==> config.mk <==
export PLATFORM = sky130hd
export DESIGN_NAME = station_reader
export DESIGN_NICKNAME = d
export VERILOG_FILES = /design/src/rtl/station_reader.sv
export SDC_FILE = /design/constraint.sdc
export NUM_CORES = 1
export LEC_CHECK = 0
export BUFFER_PORTS_ARGS = -buffer_cell sky130_fd_sc_hd__buf_2
export CORE_AREA = 3 3 596 598
export CTS_BUF_LIST = sky130_fd_sc_hd__clkbuf_8
export CTS_CLUSTER_SIZE = 25
export DETAILED_ROUTE_END_ITERATION = 16
export DIE_AREA = 0 0 599 601
export SLEW_MARGIN = 20
export SYNTH_ARGS = -nofsm -noshare
export SYNTH_HDL_FRONTEND = slang
export SYNTH_SLANG_ARGS = --single-unit
export TNS_END_PERCENT = 10
==> constraint.sdc <==
create_clock -name clk -period 3 [get_ports clk]
set_clock_uncertainty 0.1 [all_clocks]
set_input_delay 0.15 -clock clk [delete_from_list [all_inputs] [get_ports clk]]
set_output_delay 0.15 -clock clk [all_outputs]
set_load 0.01 [all_outputs]
==> src/rtl/station_reader.sv <==
// ---------------------------------------------------------------------------
// station_reader
//
// Drain side of the P-WQE station buffer. Picks a filled, not-yet-issued slot
// in round-robin order, reads its P-WQE through buffer port 1 and hands it to
// ib_transport on a valid/ready handshake. Issued slots stay marked in flight
// until ib_transport releases them through the slot reset request.
//
// Ports
//   clk, rst_n     : clock, asynchronous active-low reset
//   i_slot_status  : filled-slot bitmap from the station buffer
//   o_ren/o_wen    : buffer port-1 read/write enables (write tied low)
//   o_addr, o_din  : buffer port-1 address and write data (data tied low)
//   i_dout         : buffer port-1 read data, valid one cycle after o_ren
//   o_pwqe_valid   : P-WQE presented to ib_transport
//   o_pwqe_data    : P-WQE payload
//   o_pwqe_slot    : slot the P-WQE came from
//   i_pwqe_ready   : ib_transport accepts the P-WQE
//   i_reset_req    : slot release request (snooped from the buffer interface)
//   i_reset_addr   : slot being released
//   o_busy         : FSM is outside IDLE
// ---------------------------------------------------------------------------
module station_reader #(
    parameter int PWQE_BUF_ADDR_WIDTH  = 2,
    parameter int PWQE_BUF_WIDTH       = 512,
    parameter int PWQE_SLOT_NUM        = 4,
    parameter int PWQE_SLOT_ADDR_WIDTH = 2
) (
    input  logic                            clk,
    input  logic                            rst_n,
    input  logic [PWQE_SLOT_NUM-1:0]        i_slot_status,
    output logic                            o_ren,
    output logic                            o_wen,
    output logic [PWQE_BUF_ADDR_WIDTH-1:0]  o_addr,
    output logic [PWQE_BUF_WIDTH-1:0]       o_din,
    input  logic [PWQE_BUF_WIDTH-1:0]       i_dout,
    output logic                            o_pwqe_valid,
    output logic [PWQE_BUF_WIDTH-1:0]       o_pwqe_data,
    output logic [PWQE_SLOT_ADDR_WIDTH-1:0] o_pwqe_slot,
    input  logic                            i_pwqe_ready,
    input  logic                            i_reset_req,
    input  logic [PWQE_SLOT_ADDR_WIDTH-1:0] i_reset_addr,
    output logic                            o_busy
);

    typedef enum logic [1:0] {
        IDLE = 2'd0,
        RD   = 2'd1,
        CAP  = 2'd2,
        OUT  = 2'd3
    } state_t;

    state_t                            state;
    logic [PWQE_SLOT_NUM-1:0]          inflight;
    logic [PWQE_SLOT_NUM-1:0]          rel;
    logic [PWQE_SLOT_NUM-1:0]          elig;
    logic [PWQE_SLOT_NUM-1:0]          set_mask;
    logic [PWQE_SLOT_ADDR_WIDTH-1:0]   rr_ptr;
    logic [PWQE_SLOT_ADDR_WIDTH-1:0]   sel;
    logic [PWQE_SLOT_ADDR_WIDTH-1:0]   grant_idx;
    logic [PWQE_SLOT_ADDR_WIDTH-1:0]   scan_idx;
    logic                              grant_found;
    logic                              grant;

    // Port 1 is read-only from this side.
    assign o_wen = 1'b0;
    assign o_din = '0;

    // A slot being released this cycle must not be granted, so the release
    // one-hot is masked out of eligibility.
    always_comb begin
        rel = '0;
        if (i_reset_req) begin
            rel[i_reset_addr] = 1'b1;
        end
    end

    assign elig = i_slot_status & ~inflight & ~rel;

    // Round-robin scan starting at rr_ptr; the index add wraps naturally
    // because the slot count is a power of two.
    always_comb begin
        grant_found = 1'b0;
        grant_idx   = '0;
        scan_idx    = '0;
        for (int i = 0; i < PWQE_SLOT_NUM; i++) begin
            scan_idx = rr_ptr + PWQE_SLOT_ADDR_WIDTH'(i);
            if (!grant_found && elig[scan_idx]) begin
                grant_found = 1'b1;
                grant_idx   = scan_idx;
            end
        end
    end

    assign grant = (state == IDLE) && grant_found;

    always_comb begin
        set_mask = '0;
        if (grant) begin
            set_mask[grant_idx] = 1'b1;
        end
    end

    // In-flight tracking: releases clear in any FSM state; set and clear never
    // collide because released slots are excluded from eligibility.
    always_ff @(posedge clk or negedge rst_n) begin
        if (!rst_n) begin
            inflight <= '0;
        end else begin
            inflight <= (inflight & ~rel) | set_mask;
        end
    end

    // Main FSM with registered outputs.
    always_ff @(posedge clk or negedge rst_n) begin
        if (!rst_n) begin
            state        <= IDLE;
            rr_ptr       <= '0;
            sel          <= '0;
            o_ren        <= 1'b0;
            o_addr       <= '0;
            o_pwqe_valid <= 1'b0;
            o_pwqe_data  <= '0;
            o_pwqe_slot  <= '0;
            o_busy       <= 1'b0;
        end else begin
            case (state)
                IDLE: begin
                    if (grant_found) begin
                        sel    <= grant_idx;
                        o_addr <= PWQE_BUF_ADDR_WIDTH'(grant_idx);
                        o_ren  <= 1'b1;
                        o_busy <= 1'b1;
                        rr_ptr <= grant_idx + PWQE_SLOT_ADDR_WIDTH'(1);
                        state  <= RD;
                    end
                end
                RD: begin
                    o_ren <= 1'b0;
                    state <= CAP;
                end
                CAP: begin
                    o_pwqe_data  <= i_dout;
                    o_pwqe_slot  <= sel;
                    o_pwqe_valid <= 1'b1;
                    state        <= OUT;
                end
                OUT: begin
                    if (i_pwqe_ready) begin
                        o_pwqe_valid <= 1'b0;
                        o_busy       <= 1'b0;
                        state        <= IDLE;
                    end
                end
                default: begin
                    state <= IDLE;
                end
            endcase
        end
    end

endmodule

== Word-level counts from Yosys, hierarchy flattened ==
Index checks and enable logic that the tools add are counted.
Widths: inputs -> output; s select.

* Eq/ne operators: 5
* Add/subtract/negate cells: 4
* $lt $le $gt $ge: 8
* Multiplexer cells: 30
* Bitwise operators: 6
* Reductions and logical operators: 18

{| class="wikitable"
|+ Operator list
! cell !! number
|-
| $lt 2x3->1 const B || 6
|-
| $and 4x4->4 || 3
|-
| $mux 1 || 12
|-
| $mux 2 || 6
|-
| $bmux 1 s2 || 4
|-
| $mux 4 || 2
|-
| $not 4->4 || 2
|-
| $pmux 2 s4 || 1
|-
| $reduce_and 2->1 || 4
|-
| $logic_and 1x1->1 || 6
|-
| $pmux 1 s2 || 3
|-
| $reduce_bool 2->1 || 3
|-
| $add 2x1->2 const B || 2
|-
| $add 2x2->2 const B || 2
|-
| $demux 1 s2 || 2
|-
| $eq 2x2->1 const B || 2
|-
| $ge 2x1->1 const B || 2
|-
| $ne 2x2->1 const B || 2
|-
| $or 4x4->4 || 1
|-
| $logic_not 1->1 || 3
|-
| $reduce_and 3->1 || 1
|-
| $eq 2x1->1 const B || 1
|-
| $logic_not 2->1 || 1
|}

* Output and inout port bits: 1,032
* Register bits after elaboration: 527

== Logic depth before layout (Yosys ltp) ==
Gate-level depths: netlist of the first run.

* Depth in word-level cells: 25
* Depth in mapped cells: 7
* Gate-level depth less buffers: 6

== Worst setup path after synthesis of the first run ==
Ideal clock, no wire load.

* Path kind: reg-to-reg
* Start point: register state[0]
* End point: register o_pwqe_data[192]
* Cell stages (with the launch flop): 7
* Setup time: 125 ps
* Data required time: 2,775 ps
* Slack: 1,065 ps
* Buffers on the path: 3
* Arrival time: 1,710 ps
* Period minus slack after synthesis: 1,935 ps
* Path through: dfrtp_1 -> inv_1 -> ha_1 -> clkbuf_1 -> clkbuf_1 -> buf_2 -> mux2_2

* Word-level cells in the longest chain between the ends: 1

{| class="wikitable"
|+ RTL lines
! element !! line !! text
|-
| start, declared || 53 || <nowiki>state_t state;</nowiki>
|-
| start signal, assigned || 117 || <nowiki>state <= IDLE;</nowiki>
|-
| start signal, assigned || 135 || <nowiki>state <= RD;</nowiki>
|-
| start signal, assigned || 140 || <nowiki>state <= CAP;</nowiki>
|-
| $eq 2x2->1 || 127 || <nowiki>case (state)</nowiki>
|-
| end signal, assigned || 143 || <nowiki>o_pwqe_data <= i_dout;</nowiki>
|-
| end, declared || 38 || <nowiki>output logic [PWQE_BUF_WIDTH-1:0] o_pwqe_data,</nowiki>
|}

No other way between the ends.
A chain may end at the register's enable or synchronous reset.

== Worst setup path in the final report of the first run ==
* Start point: register inflight[1]
* End point: register state[1]

* Word-level cells in the longest chain between the ends: 17

{| class="wikitable"
|+ RTL lines
! element !! line !! text
|-
| start, declared || 54 || <nowiki>logic [PWQE_SLOT_NUM-1:0] inflight;</nowiki>
|-
| start signal, assigned || 110 || <nowiki>inflight <= (inflight & ~rel) | set_mask;</nowiki>
|-
| $not 4->4 * || 78 || <nowiki>assign elig = i_slot_status & ~inflight & ~rel;</nowiki>
|-
| $and 4x4->4 * (2 in series) || 78 ||
|-
| $bmux 1 s2 || 88 || <nowiki>if (!grant_found && elig[scan_idx]) begin</nowiki>
|-
| $mux 1 (not written as such) || 88 ||
|-
| $mux 1 || 88 ||
|-
| $logic_not 1->1 || 88 ||
|-
| $logic_and 1x1->1 || 88 ||
|-
| $mux 1 || 88 ||
|-
| $logic_not 1->1 || 88 ||
|-
| $logic_and 1x1->1 || 88 ||
|-
| $mux 1 || 88 ||
|-
| $logic_not 1->1 || 88 ||
|-
| $logic_and 1x1->1 || 88 ||
|-
| $mux 1 * || 88 ||
|-
| $ne 2x2->1 (no line) * || n/a ||
|-
| $reduce_and 2->1 (no line) * || n/a ||
|}

Mark *: on every way between the ends. The rest lies on a longest branch, timed or not. The select of a mux whose other input is x is not followed.

==> results of run 1 <==
==> flip-flops by register name (all words and copies together), names as in the netlist <==
| signal | flops |
|---|---|
| o_ren | 1 |
| state | 2 |
| inflight | 4 |
| o_pwqe_valid | 1 |
| o_pwqe_data | 512 |
| sel | 2 |
| o_busy | 1 |
| o_pwqe_slot | 2 |
| rr_ptr | 2 |
==> power groups by stage <==
stage	logic (mW)	registers, mW	clock network, mW
after global routing	23.4	13.5	9.34
after global placement	21.0	12.9	0
after detailed placement	21.1	13.1	0
after floorplan	7.39	14.4	0
final	21.8	13.0	8.61
after CTS	22.5	13.0	9.11
==> per-layer routing <==
metal | GRT usage [%] | wire length [µm] | share of wire (%) | vias up
li1 | - | - | - | 9113
met1 | 10.3 | 64700 | 30 | 10576
met2 | 20.8 | 110000 | 51 | 1424
met3 | 7.06 | 30700 | 14 | 578
met4 | 3.89 | 8440 | 3.9 | 68
met5 | 0 | 455 | 0.21 | -
==> placed cells by master (no fill, tap or decap), types with 2 or more instances in the layout <==
master         count
buf_2           1039
dlygate4sd3_1    996
dfrtp_1          527
mux2_2           515
conb_1           513
clkbuf_8         141
diode_2           72
inv_1             36
buf_4             31
clkinv_2          12
buf_12            12
ha_1               8
bufinv_16          7
clkinvlp_4         6
nand2b_1           4
o2bb2ai_1          4
nor2b_1            3
or3_1              3
o21ai_0            3
nor2_1             3
nand2_1            3
a2bb2oi_4          2
o211ai_1           2
nor3b_1            2
a32oi_1            2
o22ai_1            2
a22o_1             2
mux2i_1            2
nand4_1            2
nand3_1            2
==> worst min-delay path, stage by stage <==
cell and delay [ps]:
dlygate4sd3_1 620, buf_2 140, mux2_2 130
==> path summary, 6_finish.rpt <==
kind / start / to / slack [ps] / cells past startpoint
worst max-delay path: inflight[1] / state[1] / 80 / 6
worst min-delay path: i_dout[175] / o_pwqe_data[175] / 70 / 3
worst max register to register: inflight[1] / state[1] / 80 / 6
worst min register to register: o_pwqe_data[82] / o_pwqe_data[82] / 400 / 1
max in group asynchronous: rst_n / o_pwqe_data[80] / 1840 / 4
min in group asynchronous: rst_n / o_pwqe_data[356] / 310 / 4
==> final cells by class <==
type,count,area (µm²),share of cell area [%]
antenna,72,180,0.396
clock buffer,141,1940,4.26
clock inverter,54,429,0.943
inverter,8,30.0,0.0660
multi-input combinational,1092,8300,18.2
sequential,527,13200,29.0
tap,4599,5750,12.6
timing repair buffer,2080,15700,34.5
==> cells by family (layout without fill, tap and decap cells) <==
family	count (synthesis)	count (layout)	share of synthesized area, %
buffers and inverters	580	2283	17.6
other	1	585	0.0158
and+or+nand+nor	28	28	0.717
adders and majority gates	9	9	0.475
muxes	518	518	24.6
DFF	527	527	55.6
AOI/OAI and AO/OA	24	24	1.03
==> metrics by stage <==
step	setup WS (ps)	util, %	hold slack (ps)
finish	76.6	13.0	74.1
global placement	793	9.42	84.0
detailed placement	808	9.42	71.3
global route	8.40	13.0	42.1
floorplan	1070	-	-246
CTS	49.6	13.0	1.85
==> timing repair <==
item / 4_1_cts / 5_1_grt
setup endpoints to repair: 0 / 2
endpoints found under the hold margin: 1052 / 0
buffers inserted: 0 / 2
gates resized for setup: 0 / 1
hold buffers: 998 / 0
==> results.ini, run 1 <==
[run_status]
status = finished clean

[pwr]
powerDensity_nw_per_um2 = 953
power_frac_comb_pct = 50.2
p_leak_nw = 19.8
ir_drop_mv = 0.454
p_sw_share_pct = 44.5
seqPwrFrac_pct = 29.9
switching_power_mw = 19.3
clockPowerShare_pct = 19.8
total_power_mw = 43.4
p_int_mw = 24.1

[yosys]
ys_types = 39
syn_avg_cell_area_um2 = 14.1
yosysMostFrequentCell = dfrtp_1
synthArstFlopShare_pct = 100
synth_top_area_share_pct = 55.6
synth_edf_count = 0
synthTopCellsByCount = 527 x dfrtp_1, 515 x mux2_2, 513 x buf_4
synth_area_leaders = dfrtp_1 56%, mux2_2 24%, buf_4 16%, buf_2 1.1%, ha_1 0.47%
synth_area_leader_cell = dfrtp_1
ys_seq_area_share_pct = 55.6
synthCells = 1687
synth-seq-cells = 527
ys.flop_type = dfrtp_1
ys_warn_count = 0
syn-cell-area_um2 = 23700

[drt]
route.detailed.drc = 0
ant_nets = 0
wirelength_um = 214000
drt_iter0_drc = 1129
via_per_inst = 2.54
wl_per_cell_um = 25.0
drt_pre_antenna_iters = 5
num_vias = 21759

[timing]
worst_pin_slew_ps = 958
min_period_over_period_pct = 97.4
timing.final.max_slew_violations = 0
rsz0062_at_grt = false
max_freq_mhz = 342
finalSetupViolations = 0
setup_tns_ps = 0
slew-limit-headroom_pct = 36.2
final_hold_viol_count = 0
fin_crit_ps = 2920

[floorplanning]
fp.dieArea_um2 = 360000
dieHeight_um = 601
ios = 1554
die_w_um = 599
rows = 217
core_area_um2 = 350000
start_util_pct = 6.78

[clocking]
clockBufferDepth = 4
numCtsBuffers = 115
clkTransAtPathRegs_ps = 50
clk_latency_ps = 890
htreeDepth = 3
cts.sinks = 527
cts_root_buffer = clkbuf_8
cts_tree = yes

[final_layout]
layout.cells.non_filler = 8573
design_area_um2 = 45500
n_fill_cell = 39592
drive_gt1_share_pct = 45.5
nNetsFinal = 4355
areaGrowthSynthToFinish_pct = 91.9

[worst_setup_path]
worst-path-buf-inv = 2
crit_family = buffers and inverters
path_class = reg -> reg
crit_top_cell = dlygate4sd3_1
end_kind = flip-flop
slowest_delay_ps = 670
crit_arrival_ps = 3600
crit_fanout = 4
cp_cell_sequence = nor2b_1 > a2bb2oi_4 > dlygate4sd3_1 > a32oi_2 > dlygate4sd3_1 > mux2_4
slowest_stage = dlygate4sd3_1
cp_data_required_time_ps = 3680
crit_path_start_kind = flip-flop

[place]
globalplace.congestion = 0.949
placed_area_um2 = 32900
dp_cells = 7307
dp_hpwl_um = 187000
portBuffers = 1040

[global_routing]
grt_pass1_vias = 21741
grt_max_degree = 118
grt_pass1_wl_um = 261000
overflow = 0
antenna_found_initial = 254
grt_use_total_pct = 11.5

[hold_path]
hold_class = in -> reg

[flow_run]
maxCapViolCount = 0

Note: power is estimated with default switching activity, not from simulation.
==> run 2, diff against run 1 <==
ABC_AREA = 1   (was default)
BUFFER_PORTS_ARGS = default   (was -buffer_cell sky130_fd_sc_hd__buf_2)
CORE_AREA = 3 3 599 601   (was 3 3 596 598)
DIE_AREA = 0 0 602 604   (was 0 0 599 601)
DONT_BUFFER_PORTS = 1   (was default)
SKIP_LAST_GASP = 1   (was default)
==> run 2 against run 1 <==
- hold slack improved by 130 ps
- flip-flop and latch count is the same
- wire length increased by 10%
- power about the same
- largest power group is now registers
- first-iteration DRC count rose by 46%
- non-clock buffer count decreased by 1010
- synthesized area rose by 1.1%
- die area is 1.0% higher
- register-to-register slack better by 60 ps
- worst setup slack gained 55 ps
- design area decreased by 9.4%
==> results.ini, run 2 <==
[drt]
via_per_inst = 2.58  ; +1.7%
ant_nets = 0  ; unchanged
drt_iter0_drc = 1653  ; +46%
wl_per_cell_um = 26.9  ; +7.6%
wirelength_um = 236000  ; +10%
num_vias = 22681  ; +4.2%
drt_pre_antenna_iters = 6  ; +1
route.detailed.drc = 0  ; unchanged

[timing]
final_hold_viol_count = 0  ; unchanged
finalSetupViolations = 0  ; unchanged
rsz0062_at_grt = false
fin_crit_ps = 2870  ; -55.1 ps
min_period_over_period_pct = 95.6  ; -1.8 points
timing.final.max_slew_violations = 0  ; unchanged
slew-limit-headroom_pct = 14.0  ; -22 points
max_freq_mhz = 349  ; +1.9%
setup_tns_ps = 0  ; unchanged
worst_pin_slew_ps = 1290  ; +332 ps

[pwr]
total_power_mw = 43.4  ; about the same
powerDensity_nw_per_um2 = 1050  ; +10%
ir_drop_mv = 0.501  ; +10%
p_leak_nw = 17.8  ; -10%

[yosys]
synthCells = 2822  ; +67%
syn_avg_cell_area_um2 = 8.50  ; -40%
synth-seq-cells = 527  ; unchanged
synth_area_leaders = dfrtp_1 55%, nand2_1 25%, buf_4 16%, clkbuf_1 1.5%, ha_1 0.47%
synthArstFlopShare_pct = 100  ; unchanged
synth_area_leader_cell = dfrtp_1
ys.flop_type = dfrtp_1
synth_top_area_share_pct = 55.0  ; -0.61 points
ys_types = 27  ; -31%
synthTopCellsByCount = 1585 x nand2_1, 527 x dfrtp_1, 513 x buf_4
synth_edf_count = 0  ; unchanged
syn-cell-area_um2 = 24000  ; +1.1%
yosysMostFrequentCell = nand2_1
ys_seq_area_share_pct = 55.0  ; -0.61 points
ys_warn_count = 0  ; unchanged

[global_routing]
met2_usage_pct = 23.3  ; +2.5 points
grt_pass1_vias = 21877  ; +0.63%
grt_use_met1_pct = 10.2  ; -0.093 points
antenna_found_initial = 287  ; +13%
met3_usage_pct = 8.12  ; +1.1 points
overflow = 0  ; unchanged
grt-busiest-layer = met2
grt_use_total_pct = 12.5  ; +1.0 points
grt_max_degree = 528  ; +350%
grt_pass1_wl_um = 282000  ; +8.3%

[final_layout]
drive_gt1_share_pct = 5.94  ; -40 points
largestRegisters = o_pwqe_data: 512 flops, inflight: 4 flops
largest_reg_flops = 512  ; unchanged
areaGrowthSynthToFinish_pct = 71.9
regMostFlops = o_pwqe_data
layout.cells.most_common = nand2_1
nNetsFinal = 4428  ; +1.7%
n_fill_cell = 40461  ; +2.2%
layout_common_cells = 1585 x nand2_1, 1050 x dlygate4sd3_1, 526 x dfrtp_1

[clocking]
htreeDepth = 3  ; unchanged
cts_setup_buffers = 0  ; unchanged
cts_root_buffer = clkbuf_8
numCtsBuffers = 120  ; +4.3%
clkTransAtPathRegs_ps = 60  ; about the same
clk_latency_ps = 950  ; +60 ps
cts.sinks = 527  ; unchanged
cts_tree = yes
clockBufferDepth = 4  ; unchanged

[worst_setup_path]
reg2regPathDepth = 10  ; +4
rrSetupSlack_ps = 130  ; +60 ps
end_kind = flip-flop
path_class = reg -> reg
crit_path_start_kind = flip-flop
slowest_delay_ps = 630  ; -40 ps
slowest_stage = dlygate4sd3_1
cp_data_required_time_ps = 3740  ; +60 ps
crit_family = buffers and inverters
worstReg2RegStart = rr_ptr[1]
crit_fanout = 6  ; +2
r2r-end = state[0]
cp_cell_sequence = xor2_4 > nand3_2 > nand2_2 > nand2_4 > nor2_8 > nand3_2 > dlygate4sd3_1 > nand3_1 > dlygate4sd3_1 > nand2_1
crit_arrival_ps = 3610  ; about the same
worst-path-buf-inv = 2  ; unchanged

[place]
portBuffers = 0  ; -100%
dp_hpwl_um = 203000  ; +8.2%
globalplace.congestion = 0.895  ; -5.7%

[floorplanning]
rows = 218  ; +0.46%
core_area_um2 = 353000  ; +1.0%
fp.dieArea_um2 = 364000  ; +1.0%
dieHeight_um = 604  ; +0.50%
ios = 1554  ; unchanged
die_w_um = 602  ; +0.50%
start_util_pct = 6.79  ; +0.0075 points

[hold_path]
hold_class = in -> async

[run_status]
status = finished clean

[flow_run]
maxCapViolCount = 0  ; unchanged

run 2: changes by cell type in the layout (fill, tap and decap cells not counted), sizes merged, moves of 6 or more:
cell / before / now
nand2: 3 / 1593
buf: 1084 / 20
mux2: 516 / 0
dlygate4sd3: 996 / 1050
nand3: 2 / 23
clkinv: 12 / 29
nor2: 3 / 10
clkinvlp: 6 / 12
run 2: worst max-delay path by stage:
stage | endpoint | from | cells past startpoint
finish | state[0] | rr_ptr[1] | 10
floorplan | rr_ptr[1] | rr_ptr[1] | 12
detailed placement | o_pwqe_data[379] | state[0] | 6
CTS | state[0] | rr_ptr[0] | 11
global placement | o_pwqe_data[266] | state[0] | 6
global route | state[0] | rr_ptr[1] | 10
run 2: power by group:
part / switching [mW] / total [mW] / internal [mW] / leakage [nW]
logic: 7.05 / 12.5 / 5.49 / 9.96
clock network: 4.16 / 9.42 / 5.26 / 1.40
registers: 10.9 / 21.5 / 10.6 / 6.48
run 2: final cells by class:
type                       instances  area [µm²]  area share, %
tap                             4730        5920           14.3
inverter                          17        71.3          0.173
clock inverter                    73         696           1.69
multi-input combinational       2161        8370           20.3
antenna                           71         178          0.431
sequential                       527       13200           32.0
timing repair buffer            1070       10900           26.4
clock buffer                     141        1940           4.71
run 2: kinds of logic (layout without fill, tap and decap cells):
family,Yosys count,count (layout),share of synthesized area [%]
and+or+nand+nor,1628,1628,25.9
DFF,527,527,55.0
adders and majority gates,9,9,0.469
xor gates and xnor gates,2,2,0.151
buffers and inverters,646,1301,18.2
AOI/OAI and AO/OA,9,9,0.303
other,1,584,0.0156
run 2: layer usage:
layer	vias to the layer above	share of wire, %
met1	10612	27
met3	673	15
li1	9741	-
met2	1597	52
met5	-	0.17
met4	58	5.4
run 2: per-stage QoR:
| step | cells | hold slack, ps | util [%] | worst slack (ps) | instance area (µm²) |
|---|---|---|---|---|---|
| detailed placement | 7449 | -232 | 7.86 | 743 | 27800 |
| floorplan | 3334 | -246 | - | 1090 | 25900 |
| finish | 8790 | 204 | 11.7 | 132 | 41200 |
| CTS | 8711 | -1370 | 11.6 | 88.5 | 40900 |
| global placement | 7449 | -228 | 7.86 | 786 | 27800 |
| global route | 8765 | 118 | 11.7 | 12.5 | 41200 |
run 2: what timing repair did:
item | 4_1_cts | 5_1_grt
hold buffers | 1048 | 4
resized for setup | 0 | 2
endpoints found under the hold margin | 1052 | 394
endpoints found under the setup margin | 0 | 1
run 2: tightest hold or removal path, cell delays in order:
cell and delay [ps]:
dlygate4sd3_1 520, dlygate4sd3_1 630, buf_12 120, buf_12 210
==> run 3, diff against run 2 <==
MAX_ROUTING_LAYER = met4   (was default)
==> run 3 against run 2 <==
- sequential share of layout area down 0.083 points
- core utilization about the same
- power up 0.26%
- non-clock buffer count up 1
- largest cell class unchanged
==> results.ini, run 3 (synthesized netlist as in run 2, its figures left out) <==
[timing]
timing.final.max_slew_violations = 0  ; unchanged
setup_tns_ps = 0  ; unchanged
worst_pin_slew_ps = 893  ; -397 ps
setup_slack_ps = 132  ; -0.0130 ps
final_hold_viol_count = 0  ; unchanged
min_period_over_period_pct = 95.6  ; about the same
rsz0062_at_grt = false
max_freq_mhz = 349  ; about the same
slew-limit-headroom_pct = 40.5  ; +26 points
finalSetupViolations = 0  ; unchanged
fin_crit_ps = 2870  ; +0.0130 ps

[pwr]
p_leak_nw = 17.8  ; about the same
switching_power_mw = 22.2  ; +0.44%
ir_drop_mv = 0.501  ; about the same
powerDensity_nw_per_um2 = 1050  ; about the same
seqPwrFrac_pct = 49.4  ; about the same
p_int_mw = 21.3  ; about the same
power_frac_comb_pct = 28.9  ; about the same
clockPowerShare_pct = 21.6  ; about the same
p_sw_share_pct = 51.0  ; +0.090 points

[worst_setup_path]
end_kind = flip-flop
crit_path_start_kind = flip-flop
path_class = reg -> reg
cp_data_required_time_ps = 3750  ; about the same
crit_fanout = 6  ; unchanged
crit_arrival_ps = 3610  ; about the same

[place]
portBuffers = 0  ; unchanged
dp_slack_ps = 743  ; unchanged
dp_hpwl_um = 203000  ; unchanged
globalplace.congestion = 0.911  ; +1.7%

[final_layout]
areaGrowthSynthToFinish_pct = 72.4
nNetsFinal = 4429  ; +0.023%
largest_reg_flops = 512  ; unchanged
drive_gt1_share_pct = 5.96  ; +0.024 points
layout.cells.most_common = nand2_1
layout_common_cells = 1585 x nand2_1, 1050 x dlygate4sd3_1, 526 x dfrtp_1
largestRegisters = o_pwqe_data: 512 flops, inflight: 4 flops
regMostFlops = o_pwqe_data

[floorplanning]
die_w_um = 602  ; unchanged
dieHeight_um = 604  ; unchanged
fp.dieArea_um2 = 364000  ; unchanged
core_area_um2 = 353000  ; unchanged
ios = 1554  ; unchanged
rows = 218  ; unchanged
start_util_pct = 6.79  ; unchanged

[clocking]
clockBufferDepth = 4  ; unchanged
cts_setup_buffers = 0  ; unchanged
numCtsBuffers = 120  ; unchanged
cts_tree = yes
clkTransAtPathRegs_ps = 60  ; about the same
clk_latency_ps = 950  ; about the same
cts_root_buffer = clkbuf_8
htreeDepth = 3  ; unchanged
cts.sinks = 527  ; unchanged

[global_routing]
grt_use_total_pct = 12.8  ; +0.36 points
grt_max_degree = 528  ; unchanged
overflow = 0  ; unchanged
grt_pass1_wl_um = 282000  ; about the same
antenna_found_initial = 284  ; -1.0%
grt_pass1_vias = 21860  ; -0.078%

[drt]
ant_nets = 0  ; unchanged
wirelength_um = 236000  ; about the same
wl_per_cell_um = 26.8  ; -0.41%
via_per_inst = 2.57  ; -0.44%
drt_iter0_drc = 1579  ; -4.5%
num_vias = 22665  ; -0.071%
drt_pre_antenna_iters = 5  ; -1
route.detailed.drc = 0  ; unchanged

[flow_run]
maxCapViolCount = 0  ; unchanged

[hold_path]
hold_class = in -> async

[run_status]
status = finished clean

-- run 3: cell types whose count changed in the layout (fill, tap and decap cells not counted) --
cell     before  now
diode_2      71  103
buf_16        4    5
-- run 3: area by class of cell --
type | count | area (µm²)
diodes | 103 | 258
clock inverters | 73 | 696
flip-flops and latches | 527 | 13200
multi-input cells | 2161 | 8370
repair buffers | 1071 | 10900
inverters | 17 | 71.3
clock buffers | 141 | 1940
well taps | 4730 | 5920
fillers | 40452 | 312000
-- run 3: power groups by stage --
| stage | Combinational [mW] | Clock (mW) | Sequential [mW] |
|---|---|---|---|
| after detailed placement | 8.77 | 0 | 22.3 |
| after CTS | 12.4 | 10.0 | 22.2 |
| after global placement | 8.39 | 0 | 22.3 |
| after floorplan | 7.10 | 0 | 14.1 |
| after global routing | 14.4 | 10.3 | 22.4 |
| final | 12.6 | 9.42 | 21.5 |
-- run 3: metrics by stage --
step                utilization, %  power [mW]  instance area (µm²)  instances  hold slack (ps)
finish                        11.7        43.5                41400       8823              198
global placement              7.86        30.7                27800       7449             -228
detailed placement            7.86        31.1                27800       7449             -232
floorplan                        -        21.3                25900       3334             -246
global route                  11.7        47.1                41300       8807              104
CTS                           11.6        44.7                40900       8711            -1370
-- run 3: critical path, cell delays in order (launching register included) --
cell and delay, ps:
dfrtp_1 580, xor2_4 240, nand3_2 100, nand2_2 130, nand2_4 80, nor2_8 130, nand3_2 70, dlygate4sd3_1 630
nand3_1 90, dlygate4sd3_1 550, nand2_1 60
-- run 3: worst paths after layout --
path	start	endpoint	slack, ps	depth (start not counted)
max in group asynchronous	rst_n	o_pwqe_data[50]	350	7
hold reg to reg	inflight[3]	inflight[3]	380	2
min in group clk	i_slot_status[0]	o_ren	300	8
setup / recovery	rr_ptr[1]	state[0]	130	10
setup reg to reg	rr_ptr[1]	state[0]	130	10
hold / removal	rst_n	o_pwqe_data[256]	200	4
-- run 3: per-layer routing --
metal	wire length [µm]	part of all wire [%]	track usage, %	up-vias
met1	65200	28	10.2	10673
met2	122000	52	23.1	1566
met4	13200	5.6	5.24	0
met3	35400	15	8.20	630
li1	-	-	-	9796
met5	0	0	-	-
-- run 3: what timing repair did --
action	in CTS	in global routing
hold buffers	1048	4
endpoints found under the hold margin	1052	394
endpoints found under the setup margin	0	1
gates resized for setup	0	2
